### config.mk
export PLATFORM = sky130hd
export DESIGN_NAME = sdram_rw_tester_flat
export DESIGN_NICKNAME = d
export VERILOG_FILES = /design/src/rtl/sdram_rw_tester_if.sv /design/src/rtl/sdram_rw_tester.sv /design/src/flat_wrapper.sv
export SDC_FILE = /design/constraint.sdc
export NUM_CORES = 1
export LEC_CHECK = 0
export CAP_MARGIN = 20
export CORE_ASPECT_RATIO = 0.6
export CORE_MARGIN = 4
export CORE_UTILIZATION = 50
export DETAILED_ROUTE_END_ITERATION = 7
export GPL_ROUTABILITY_DRIVEN = 0
export PLACE_DENSITY = 0.8
export SLEW_MARGIN = 20
export SYNTH_ARGS = -nofsm -noshare
export SYNTH_HDL_FRONTEND = slang
export SYNTH_SLANG_ARGS = --single-unit
### constraint.sdc
create_clock -name clk_50M -period 2.35 [get_ports clk_50M]
set_input_delay 0.47 -clock clk_50M [delete_from_list [all_inputs] [get_ports clk_50M]]
set_output_delay 0.47 -clock clk_50M [all_outputs]
set_load 0.01 [all_outputs]
### src/rtl/sdram_rw_tester_if.sv
`default_nettype none
// ============================================================================
//  Module      : sdram_rw_tester_if
//  Description : FIFO/SDRAM handshake bundle between the SDRAM read/write
//                tester and its write FIFO, SDRAM controller and read FIFO.
//                master : the tester (drives strobes, write data, rd_valid)
//                slave  : the FIFO/SDRAM side (drives busy, fill level, data)
//  Signals     : fifo_wr_rst_busy  write FIFO initialising
//                fifo_wr_req       write strobe to the write FIFO
//                fifo_wr_data      data word to the write FIFO
//                sdram_rd_valid    enables SDRAM -> read FIFO transfers
//                rd_fifo_cnt       read FIFO fill level
//                fifo_rd_req       read strobe to the read FIFO
//                fifo_rd_data      read FIFO data, valid 1 cycle after strobe
//  Revision    : 1.0 - initial release
// ============================================================================
interface sdram_rw_tester_if #(
    parameter int DATA_W = 16
);
    logic              fifo_wr_rst_busy;
    logic              fifo_wr_req;
    logic [DATA_W-1:0] fifo_wr_data;
    logic              sdram_rd_valid;
    logic [9:0]        rd_fifo_cnt;
    logic              fifo_rd_req;
    logic [DATA_W-1:0] fifo_rd_data;

    modport master (
        input  fifo_wr_rst_busy,
        input  rd_fifo_cnt,
        input  fifo_rd_data,
        output fifo_wr_req,
        output fifo_wr_data,
        output sdram_rd_valid,
        output fifo_rd_req
    );

    modport slave (
        output fifo_wr_rst_busy,
        output rd_fifo_cnt,
        output fifo_rd_data,
        input  fifo_wr_req,
        input  fifo_wr_data,
        input  sdram_rd_valid,
        input  fifo_rd_req
    );
endinterface
`default_nettype wire

### src/rtl/sdram_rw_tester.sv
`default_nettype none
// ============================================================================
//  Module      : sdram_rw_tester
//  Description : SDRAM loopback tester. On a start pulse it writes the
//                incrementing pattern 0..WR_NUM-1 into the write FIFO (one
//                word every WR_GAP cycles), then reads CHK_NUM words back in
//                batches of RD_NUM from the read FIFO and compares each word
//                against its expected index. Mismatches set a sticky error
//                flag and a saturating 8-bit counter.
//  Ports       : clk_50M       block clock
//                locked_rst_n  asynchronous active-low reset
//                start         single-cycle run request
//                bus           FIFO/SDRAM handshake (master side)
//                done          run complete
//                error         sticky mismatch flag
//                err_cnt       mismatch count, saturates at 255
//  Revision    : 1.0 - initial release
// ============================================================================
module sdram_rw_tester #(
    parameter int DATA_W  = 16,
    parameter int WR_NUM  = 30,
    parameter int RD_NUM  = 10,
    parameter int CHK_NUM = 20,
    parameter int WR_GAP  = 8
) (
    input  logic              clk_50M,
    input  logic              locked_rst_n,
    input  logic              start,
    sdram_rw_tester_if.master bus,
    output logic              done,
    output logic              error,
    output logic [7:0]        err_cnt
);

    localparam int IDX_MAX = (WR_NUM > CHK_NUM) ? WR_NUM : CHK_NUM;
    localparam int IDX_W   = $clog2(IDX_MAX + 1);
    localparam int GAP_W   = $clog2(WR_GAP);
    localparam int BAT_W   = $clog2(RD_NUM + 1);

    localparam logic [IDX_W-1:0] c_WR_LAST   = IDX_W'(WR_NUM - 1);
    localparam logic [IDX_W-1:0] c_CHK_NUM   = IDX_W'(CHK_NUM);
    localparam logic [GAP_W-1:0] c_GAP_LAST  = GAP_W'(WR_GAP - 1);
    localparam logic [BAT_W-1:0] c_RD_NUM    = BAT_W'(RD_NUM);
    localparam logic [9:0]       c_RD_THRESH = 10'(RD_NUM);

    typedef enum logic [2:0] {
        ST_IDLE    = 3'd0,
        ST_WRITE   = 3'd1,
        ST_WAIT_RD = 3'd2,
        ST_READ    = 3'd3,
        ST_DONE    = 3'd4
    } state_t;

    state_t            r_state;
    state_t            w_state_nxt;

    logic              r_pending;
    logic [GAP_W-1:0]  r_gap_cnt;
    logic [IDX_W-1:0]  r_wr_idx;
    logic [DATA_W-1:0] r_wr_data_hold;
    logic [IDX_W-1:0]  r_rd_idx;
    logic [BAT_W-1:0]  r_batch_cnt;
    logic [DATA_W-1:0] r_exp_word;
    logic              r_cmp_vld;
    logic              r_error;
    logic [7:0]        r_err_cnt;

    logic              w_run_start;
    logic              w_wr_req;
    logic              w_rd_req;
    logic              w_mismatch;

    // ------------------------------------------------------------------------
    // FSM state register
    // ------------------------------------------------------------------------
    always_ff @(posedge clk_50M or negedge locked_rst_n) begin
        if (!locked_rst_n) begin
            r_state <= ST_IDLE;
        end else begin
            r_state <= w_state_nxt;
        end
    end

    // ------------------------------------------------------------------------
    // FSM next state and strobes
    // ------------------------------------------------------------------------
    always_comb begin
        w_state_nxt = r_state;
        w_run_start = 1'b0;
        w_wr_req    = 1'b0;
        w_rd_req    = 1'b0;
        case (r_state)
            // DONE behaves like IDLE for starting a new run; done stays high
            // until WRITE is actually entered.
            ST_IDLE, ST_DONE: begin
                if (r_pending && !bus.fifo_wr_rst_busy) begin
                    w_state_nxt = ST_WRITE;
                    w_run_start = 1'b1;
                end
            end
            ST_WRITE: begin
                if (!bus.fifo_wr_rst_busy && (r_gap_cnt == c_GAP_LAST)) begin
                    w_wr_req = 1'b1;
                    if (r_wr_idx == c_WR_LAST) begin
                        w_state_nxt = ST_WAIT_RD;
                    end
                end
            end
            ST_WAIT_RD: begin
                if (bus.rd_fifo_cnt >= c_RD_THRESH) begin
                    w_state_nxt = ST_READ;
                end
            end
            ST_READ: begin
                if (r_batch_cnt != c_RD_NUM) begin
                    w_rd_req = 1'b1;
                end else if (r_rd_idx < c_CHK_NUM) begin
                    w_state_nxt = ST_WAIT_RD;
                end else begin
                    // The first cycle after the final strobe is the one whose
                    // edge performs the last compare, so DONE already shows
                    // the final error status.
                    w_state_nxt = ST_DONE;
                end
            end
            default: begin
                w_state_nxt = ST_IDLE;
            end
        endcase
    end

    assign w_mismatch = r_cmp_vld && (bus.fifo_rd_data != r_exp_word);

    // ------------------------------------------------------------------------
    // Datapath: start latch, write pattern, read indexing, compare
    // ------------------------------------------------------------------------
    always_ff @(posedge clk_50M or negedge locked_rst_n) begin
        if (!locked_rst_n) begin
            r_pending      <= 1'b0;
            r_gap_cnt      <= '0;
            r_wr_idx       <= '0;
            r_wr_data_hold <= '0;
            r_rd_idx       <= '0;
            r_batch_cnt    <= '0;
            r_exp_word     <= '0;
            r_cmp_vld      <= 1'b0;
            r_error        <= 1'b0;
            r_err_cnt      <= '0;
        end else begin
            // Start is only accepted while no run is in flight.
            if (w_run_start) begin
                r_pending <= 1'b0;
            end else if (start && ((r_state == ST_IDLE) || (r_state == ST_DONE))) begin
                r_pending <= 1'b1;
            end

            // Gap counter freezes while the write FIFO is still initialising.
            if (w_run_start) begin
                r_gap_cnt <= '0;
            end else if ((r_state == ST_WRITE) && !bus.fifo_wr_rst_busy) begin
                r_gap_cnt <= (r_gap_cnt == c_GAP_LAST) ? '0 : r_gap_cnt + 1'b1;
            end

            if (w_run_start) begin
                r_wr_idx <= '0;
            end else if (w_wr_req) begin
                r_wr_idx       <= r_wr_idx + 1'b1;
                r_wr_data_hold <= DATA_W'(r_wr_idx);
            end

            if (w_run_start) begin
                r_rd_idx <= '0;
            end else if (w_rd_req) begin
                r_rd_idx <= r_rd_idx + 1'b1;
            end

            if (r_state != ST_READ) begin
                r_batch_cnt <= '0;
            end else if (w_rd_req) begin
                r_batch_cnt <= r_batch_cnt + 1'b1;
            end

            // Expected word travels alongside the read latency of the FIFO.
            r_cmp_vld <= w_rd_req;
            if (w_rd_req) begin
                r_exp_word <= DATA_W'(r_rd_idx);
            end

            if (w_run_start) begin
                r_error   <= 1'b0;
                r_err_cnt <= '0;
            end else if (w_mismatch) begin
                r_error <= 1'b1;
                if (r_err_cnt != 8'hFF) begin
                    r_err_cnt <= r_err_cnt + 8'd1;
                end
            end
        end
    end

    // ------------------------------------------------------------------------
    // Outputs
    // ------------------------------------------------------------------------
    // Write data shows the live index during the strobe and otherwise holds
    // the last word written, so it never moves between strobes.
    assign bus.fifo_wr_req    = w_wr_req;
    assign bus.fifo_wr_data   = w_wr_req ? DATA_W'(r_wr_idx) : r_wr_data_hold;
    assign bus.sdram_rd_valid = (r_state == ST_WAIT_RD);
    assign bus.fifo_rd_req    = w_rd_req;
    assign done               = (r_state == ST_DONE);
    assign error              = r_error;
    assign err_cnt            = r_err_cnt;

endmodule
`default_nettype wire

### src/flat_wrapper.sv
// flat-port wrapper written by rule: the top's interface ports become plain ports
module sdram_rw_tester_flat 
#(
    parameter int DATA_W  = 16,
    parameter int WR_NUM  = 30,
    parameter int RD_NUM  = 10,
    parameter int CHK_NUM = 20,
    parameter int WR_GAP  = 8
)
  (clk_50M, locked_rst_n, start, done, error, err_cnt, bus_fifo_wr_rst_busy, bus_rd_fifo_cnt, bus_fifo_rd_data, bus_fifo_wr_req, bus_fifo_wr_data, bus_sdram_rd_valid, bus_fifo_rd_req);
  sdram_rw_tester_if #(.DATA_W(DATA_W)) bus_i ();
  input  logic clk_50M;
  input  logic locked_rst_n;
  input  logic start;
  output logic done;
  output logic error;
  output logic [7:0] err_cnt;
  input wire logic [$bits(bus_i.fifo_wr_rst_busy)-1:0] bus_fifo_wr_rst_busy;
  input wire logic [$bits(bus_i.rd_fifo_cnt)-1:0] bus_rd_fifo_cnt;
  input wire logic [$bits(bus_i.fifo_rd_data)-1:0] bus_fifo_rd_data;
  output wire logic [$bits(bus_i.fifo_wr_req)-1:0] bus_fifo_wr_req;
  output wire logic [$bits(bus_i.fifo_wr_data)-1:0] bus_fifo_wr_data;
  output wire logic [$bits(bus_i.sdram_rd_valid)-1:0] bus_sdram_rd_valid;
  output wire logic [$bits(bus_i.fifo_rd_req)-1:0] bus_fifo_rd_req;
  assign bus_i.fifo_wr_rst_busy = bus_fifo_wr_rst_busy;
  assign bus_i.rd_fifo_cnt = bus_rd_fifo_cnt;
  assign bus_i.fifo_rd_data = bus_fifo_rd_data;
  assign bus_fifo_wr_req = bus_i.fifo_wr_req;
  assign bus_fifo_wr_data = bus_i.fifo_wr_data;
  assign bus_sdram_rd_valid = bus_i.sdram_rd_valid;
  assign bus_fifo_rd_req = bus_i.fifo_rd_req;
  sdram_rw_tester #(.DATA_W(DATA_W), .WR_NUM(WR_NUM), .RD_NUM(RD_NUM), .CHK_NUM(CHK_NUM), .WR_GAP(WR_GAP)) u_core (.clk_50M(clk_50M), .locked_rst_n(locked_rst_n), .start(start), .bus(bus_i), .done(done), .error(error), .err_cnt(err_cnt));
endmodule
# ---- After elaboration in Yosys (flattened, before gate mapping)
# Cells that the tools add are included.
dict set report classes {
  reduce_logical 18
  mux 30
  n_eq_ne 15
  magnitude_cmp 2
  n_addsub 5
}
# op count
set ops {}
lappend ops {{3-bit two-way mux} 9}
lappend ops {{8-bit two-way mux} 3}
lappend ops {{5-bit two-way mux} 4}
lappend ops {{16-bit two-way mux} 1}
lappend ops {{16-bit by 5-bit != test with 1-bit output} 1}
lappend ops {{2-bit nonzero test} 7}
lappend ops {{3-bit case mux with 4 select lines} 1}
lappend ops {{5-bit by 1-bit adder with 5-bit output (second input constant)} 2}
lappend ops {{10-bit by 4-bit greater-or-equal comparator with 1-bit output (second input constant)} 1}
lappend ops {{1-bit two-way mux} 10}
lappend ops {{8-bit by 1-bit adder with 8-bit output (second input constant)} 1}
lappend ops {{4-bit two-way mux} 2}
lappend ops {{2-bit by 1-bit != test with 1-bit output (second input constant)} 4}
lappend ops {{8-bit != test (second input constant)} 1}
lappend ops {{3-bit by 2-bit == test with 1-bit output (second input constant)} 2}
lappend ops {{3-bit == test (second input constant)} 2}
lappend ops {{5-bit == test (second input constant)} 1}
lappend ops {{1-bit logical AND} 5}
lappend ops {{5-bit < comparator (second input constant)} 1}
lappend ops {{5-bit AND reduction} 1}
lappend ops {{4-bit by 1-bit adder with 4-bit output (second input constant)} 1}
lappend ops {{4-bit != test (second input constant)} 1}
lappend ops {{3-bit by 1-bit adder with 3-bit output (second input constant)} 1}
lappend ops {{3-bit by 1-bit == test with 1-bit output (second input constant)} 1}
lappend ops {{other kinds (7)} 7}
dict set report word_totals {
  output_inout_bits 29
  word_cells 81
  regBits 52
  inputBits 30
}

# ---- Logic depth before layout (Yosys ltp)
dict set report logic_depth {
  word_depth 6
  mapped_depth 10
  depth_no_buf 8
}

# ---- Least setup slack after synthesis
# No wires, ideal clock.
dict set report synth_path {
  path_kind {register to output}
  from {register u_core.r_state[1]}
  to {output port bus_fifo_wr_data[2]}
  path_stages_with_launch 7
  setup_slack_ns 0.285
  arrival_time_ns 1.595
  n_path_buf 2
  cell_sequence {dfrtp_1 > buf_2 > nor4b_4 > nand2_2 > inv_1 > buf_6 > mux2_2}
}
dict set report synth_between {
  elab_chain_len 3
}
# item line
set synth_lines {}
lappend synth_lines {{start, declared} sdram_rw_tester.sv:54} ;# state_t r_state;
lappend synth_lines {{start signal, assigned} sdram_rw_tester.sv:80} ;# r_state <= w_state_nxt;
lappend synth_lines {{3-bit by 1-bit == test with 1-bit output} sdram_rw_tester.sv:92} ;# case (r_state)
lappend synth_lines {{1-bit two-way mux} sdram_rw_tester.sv:92}
lappend synth_lines {{via bus_fifo_wr_req} flat_wrapper.sv:21} ;# output wire logic [$bits(bus_i.fifo_wr_req)-1:0] bus_fifo_wr_req;
lappend synth_lines {{16-bit two-way mux} sdram_rw_tester.sv:207} ;# assign bus.fifo_wr_data = w_wr_req ? DATA_W'(r_wr_idx) : r_wr_data_hold;
lappend synth_lines {{end, declared} flat_wrapper.sv:22} ;# output wire logic [$bits(bus_i.fifo_wr_data)-1:0] bus_fifo_wr_data;
# The timed path passes the listed nets, and every way through them passes these cells.

# ---- Worst setup path in the final report
dict set report layout_path {
  from {input port bus_fifo_wr_rst_busy}
  to {output port bus_fifo_wr_data[4]}
}
dict set report layout_between {
  elab_chain_len 5
}
# item line
set layout_lines {}
lappend layout_lines {{start, declared} flat_wrapper.sv:18} ;# input wire logic [$bits(bus_i.fifo_wr_rst_busy)-1:0] bus_fifo_wr_rst_busy;
lappend layout_lines {{1-bit zero test} sdram_rw_tester.sv:102} ;# if (!bus.fifo_wr_rst_busy && (r_gap_cnt == c_GAP_LAST)) begin
lappend layout_lines {{1-bit logical AND} sdram_rw_tester.sv:102}
lappend layout_lines {{1-bit two-way mux} sdram_rw_tester.sv:102}
lappend layout_lines {{1-bit two-way mux} sdram_rw_tester.sv:92}
lappend layout_lines {{16-bit two-way mux} sdram_rw_tester.sv:207}
# Every way passes these cells.

==> summary.md <==
| Metric | Value |
|---|---|
| Max-slew violations | `0` |
| Share of cells above drive strength 1 | `11.9%` |
| Final instance count without filler cells | `382` |
| RSZ-0062 raised after global routing | `yes` |
| Clock Tree Buf Depth | `2` |
| Synth Warn # | `0` |
| CP max FO | `5` |
| TritonCTS Buffers | `5` |
| Final net count | `356` |
| Min Tclk post-route | `2.34 ns` |
| CTS tree | `built` |
| Filler cells | `378` |
| Max capacitance violation total | `0` |
| Leak pwr | `1.54 nW` |
| Critical path data required time | `1.88 ns` |
| Final period util | `99.7%` |
| Pwr Total | `1.97 mW` |
| Placed Cells | `374` |
| Avg Cell Area, Syn | `10.1 µm²` |
| Clock sink count | `52` |
| Worst r2r path cells | `5` |
| # rows | `19` |
| Initial antenna violation count | `0` |
| RR Endpoint | `u_core.err_cnt[3]` |
| Worst Max-Slew Pin Slew | `0.652 ns` |
| Avg WL per Cell | `14.6 µm` |
| Dpl ws | `-0.457 ns` |
| Area leader, netlist | `dfrtp_1` |
| Synth top area share | `50.9%` |
| Ant diodes | `0` |
| Class of the most critical hold timing path | `in2async` |
| Fin. Hold Viols | `0` |
| CTS H-Tree Depth | `2` |
| Ys flop type | `dfrtp_1` |
| Critical path endpoint category | `output pin` |
| CP Launch Type | `input pin` |
| Clk_lat worst skew | `0.30 ns` |
| Global route total overflow | `0` |
| Dpl cell area | `3250 µm²` |
| VDD IR max | `0.416 mV` |
| Drt pass-1 iters | `4` |
| Worst Path Arrival | `1.87 ns` |
| Reg2reg setup slack | `0.42 ns` |
| Post-DP HPWL | `4030 µm` |
| Synth area leaders | `dfrtp_1 51%, and2_1 5.4%, nand2_1 4.0%` |
| Drt total wl | `5570 µm` |
| Die Y | `63.4 µm` |
| Final WS setup | `0.00770 ns` |
| Status | `complete, no violations` |
| Global-route wire length before repair | `9460 µm` |
| Register bit total from synthesis | `52` |
| Core area | `4750 µm²` |
| Die W | `100 µm` |
| Pin count of the biggest net entering global routing | `53` |
| Fin area | `3340 µm²` |
| Async set-reset flop share out of synthesis | `100%` |
| Clock skew | `0.00638 ns` |
| Die ar. | `6360 µm²` |
| Post-synth EDFFs | `0` |
| Setup bufs post-CTS | `0` |
| Iter 0 DRT Violations | `106` |
| Setup TNS | `0 ns` |
| Vias per cell | `5.39` |
| Total track usage | `18.4%` |
| Post-route ant nets | `0` |
| Synth unique cells | `41` |
| Relative slew slack | `56.5%` |
| PwrDens | `590 nW/µm²` |
| Gate Count Post-Synth | `252` |
| Synthesis-to-layout area growth | `30.8%` |
| Kind of critical path | `in2out` |
| I/O Pins | `59` |
| Synth Net Count | `290` |
| # setup viols final | `0` |
| Final core occ | `70.3%` |
| Post-route DRC | `0` |
| Seq/Total Area, Yosys | `50.9%` |
| PortBufs | `57` |
| Root Driver | `clkbuf_8` |
| Achievable Freq | `0.427 GHz` |
| R2R Path Start | `u_core.err_cnt[0]` |
| Number of global-route vias before repair | `2026` |
| Starting Density | `53.8%` |
| Clk slew on worst S/H paths | `0.10 ns` |
| DR vias | `2059` |
| Hold buffers post-CTS | `0` |
| Mapped cell area | `2560 µm²` |
| Hold slack | `0.251 ns` |
[cell usage in the layout, fill, tap and decap left out, types with 3 or more instances in the layout]
cell type and instances:
buf_4 13, or4_1 3, nand4_1 6, a21oi_1 13, nand3_1 11, xor2_1 10, or3_1 3, dlygate4sd2_1 15
dfrtp_1 52, mux2_2 6, o31ai_1 5, nand2_1 27, and2_1 22, inv_1 6, nor4_1 4, o21ai_0 9
clkbuf_8 5, nor3_1 3, xnor2_1 4, nor2_1 19, ha_1 8, nand2b_1 3, and3_1 4, clkdlybuf4s50_1 37
[sequential cells by signal (all words and copies together), names as in the netlist]
| register | cells |
|---|---|
| u_core.err_cnt | 8 |
| u_core.error | 1 |
| u_core.r_batch_cnt | 4 |
| u_core.r_cmp_vld | 1 |
| u_core.r_exp_word | 5 |
| u_core.r_gap_cnt | 3 |
| u_core.r_pending | 1 |
| u_core.r_rd_idx | 5 |
| u_core.r_state | 3 |
| u_core.r_wr_data_hold | 16 |
| u_core.r_wr_idx | 5 |
[power by group]
part           switching (mW)  internal, mW  leakage (nW)
clock                   0.295         0.315        0.0541
combinational           0.166         0.173         0.842
sequential             0.0625         0.963         0.648
total                   0.524          1.45          1.54
[critical path, cell delays in order]
cell	delay (ns)
dlygate4sd2_1	0.27
nor4b_4	0.33
nand2_2	0.12
inv_2	0.11
mux2_2	0.34
clkdlybuf4s15_1	0.23
[routing by layer]
| layer | track usage (%) | share of wire (%) | vias to the layer above |
|---|---|---|---|
| li1 | - | - | 1008 |
| met1 | 27.4 | 49 | 987 |
| met2 | 27.1 | 44 | 62 |
| met3 | 4.74 | 6.3 | 2 |
| met4 | 3.70 | 0.18 | 0 |
| met5 | 0 | 0 | - |
[synthesized netlist by cell type (2+ instances only)]
library cell	number
inv_1	7
and2_1	22
clkbuf_1	5
nand3b_1	2
buf_2	4
xor2_1	10
or4_1	3
mux2_2	6
ha_1	8
o31ai_1	5
o21ai_0	9
nor4_1	4
nor3b_1	2
nor3_1	4
buf_4	2
mux2i_1	2
nor2_1	19
dfrtp_1	52
or3_1	3
nand2_1	27
nand4_1	6
nand3_1	11
and3_1	4
a21oi_1	13
nand2b_1	3
xnor2_1	4
[how the worst max path moves through the flow]
stage	from	endpoint	slack (ns)	depth (start not counted)
after floorplan	u_core.r_state[1]	bus_fifo_wr_data[2]	0.29	6
after global placement	bus_fifo_wr_rst_busy	bus_fifo_wr_data[3]	-0.43	6
after detailed placement	bus_fifo_wr_rst_busy	bus_fifo_wr_data[3]	-0.46	6
after CTS	u_core.r_state[2]	bus_fifo_wr_data[4]	0.004	5
after global routing	bus_fifo_wr_rst_busy	bus_fifo_wr_data[4]	-0.06	6
final	bus_fifo_wr_rst_busy	bus_fifo_wr_data[4]	0.008	6
[logic make-up (layout without fill, tap and decap cells)]
logic type / after synthesis / in the layout / synth area share (%)
compound gates: 35 / 35 / 8.32
xor+xnor: 14 / 14 / 4.79
fa+ha+maj: 8 / 8 / 3.91
buf+inv: 19 / 86 / 3.57
flops: 52 / 52 / 50.9
mux: 8 / 8 / 3.42
simple gates: 116 / 116 / 25.1
[timing repair]
item | CTS | global route
resized for setup | 26 | 3
pin swaps | 2 | 2
gates cloned | 0 | 0
endpoints found under the setup margin | 18 | 16
[area by class of cell]
class	count	area (µm²)	share of cell area (%)
clock buffers	5	68.8	2.06
clock inverters	3	42.5	1.27
inverters	7	26.3	0.786
multi-input cells	181	1170	35.0
flip-flops and latches	52	1300	38.9
well taps	63	78.8	2.36
repair buffers	71	657	19.6
Power figures use the tool's default switching activity.
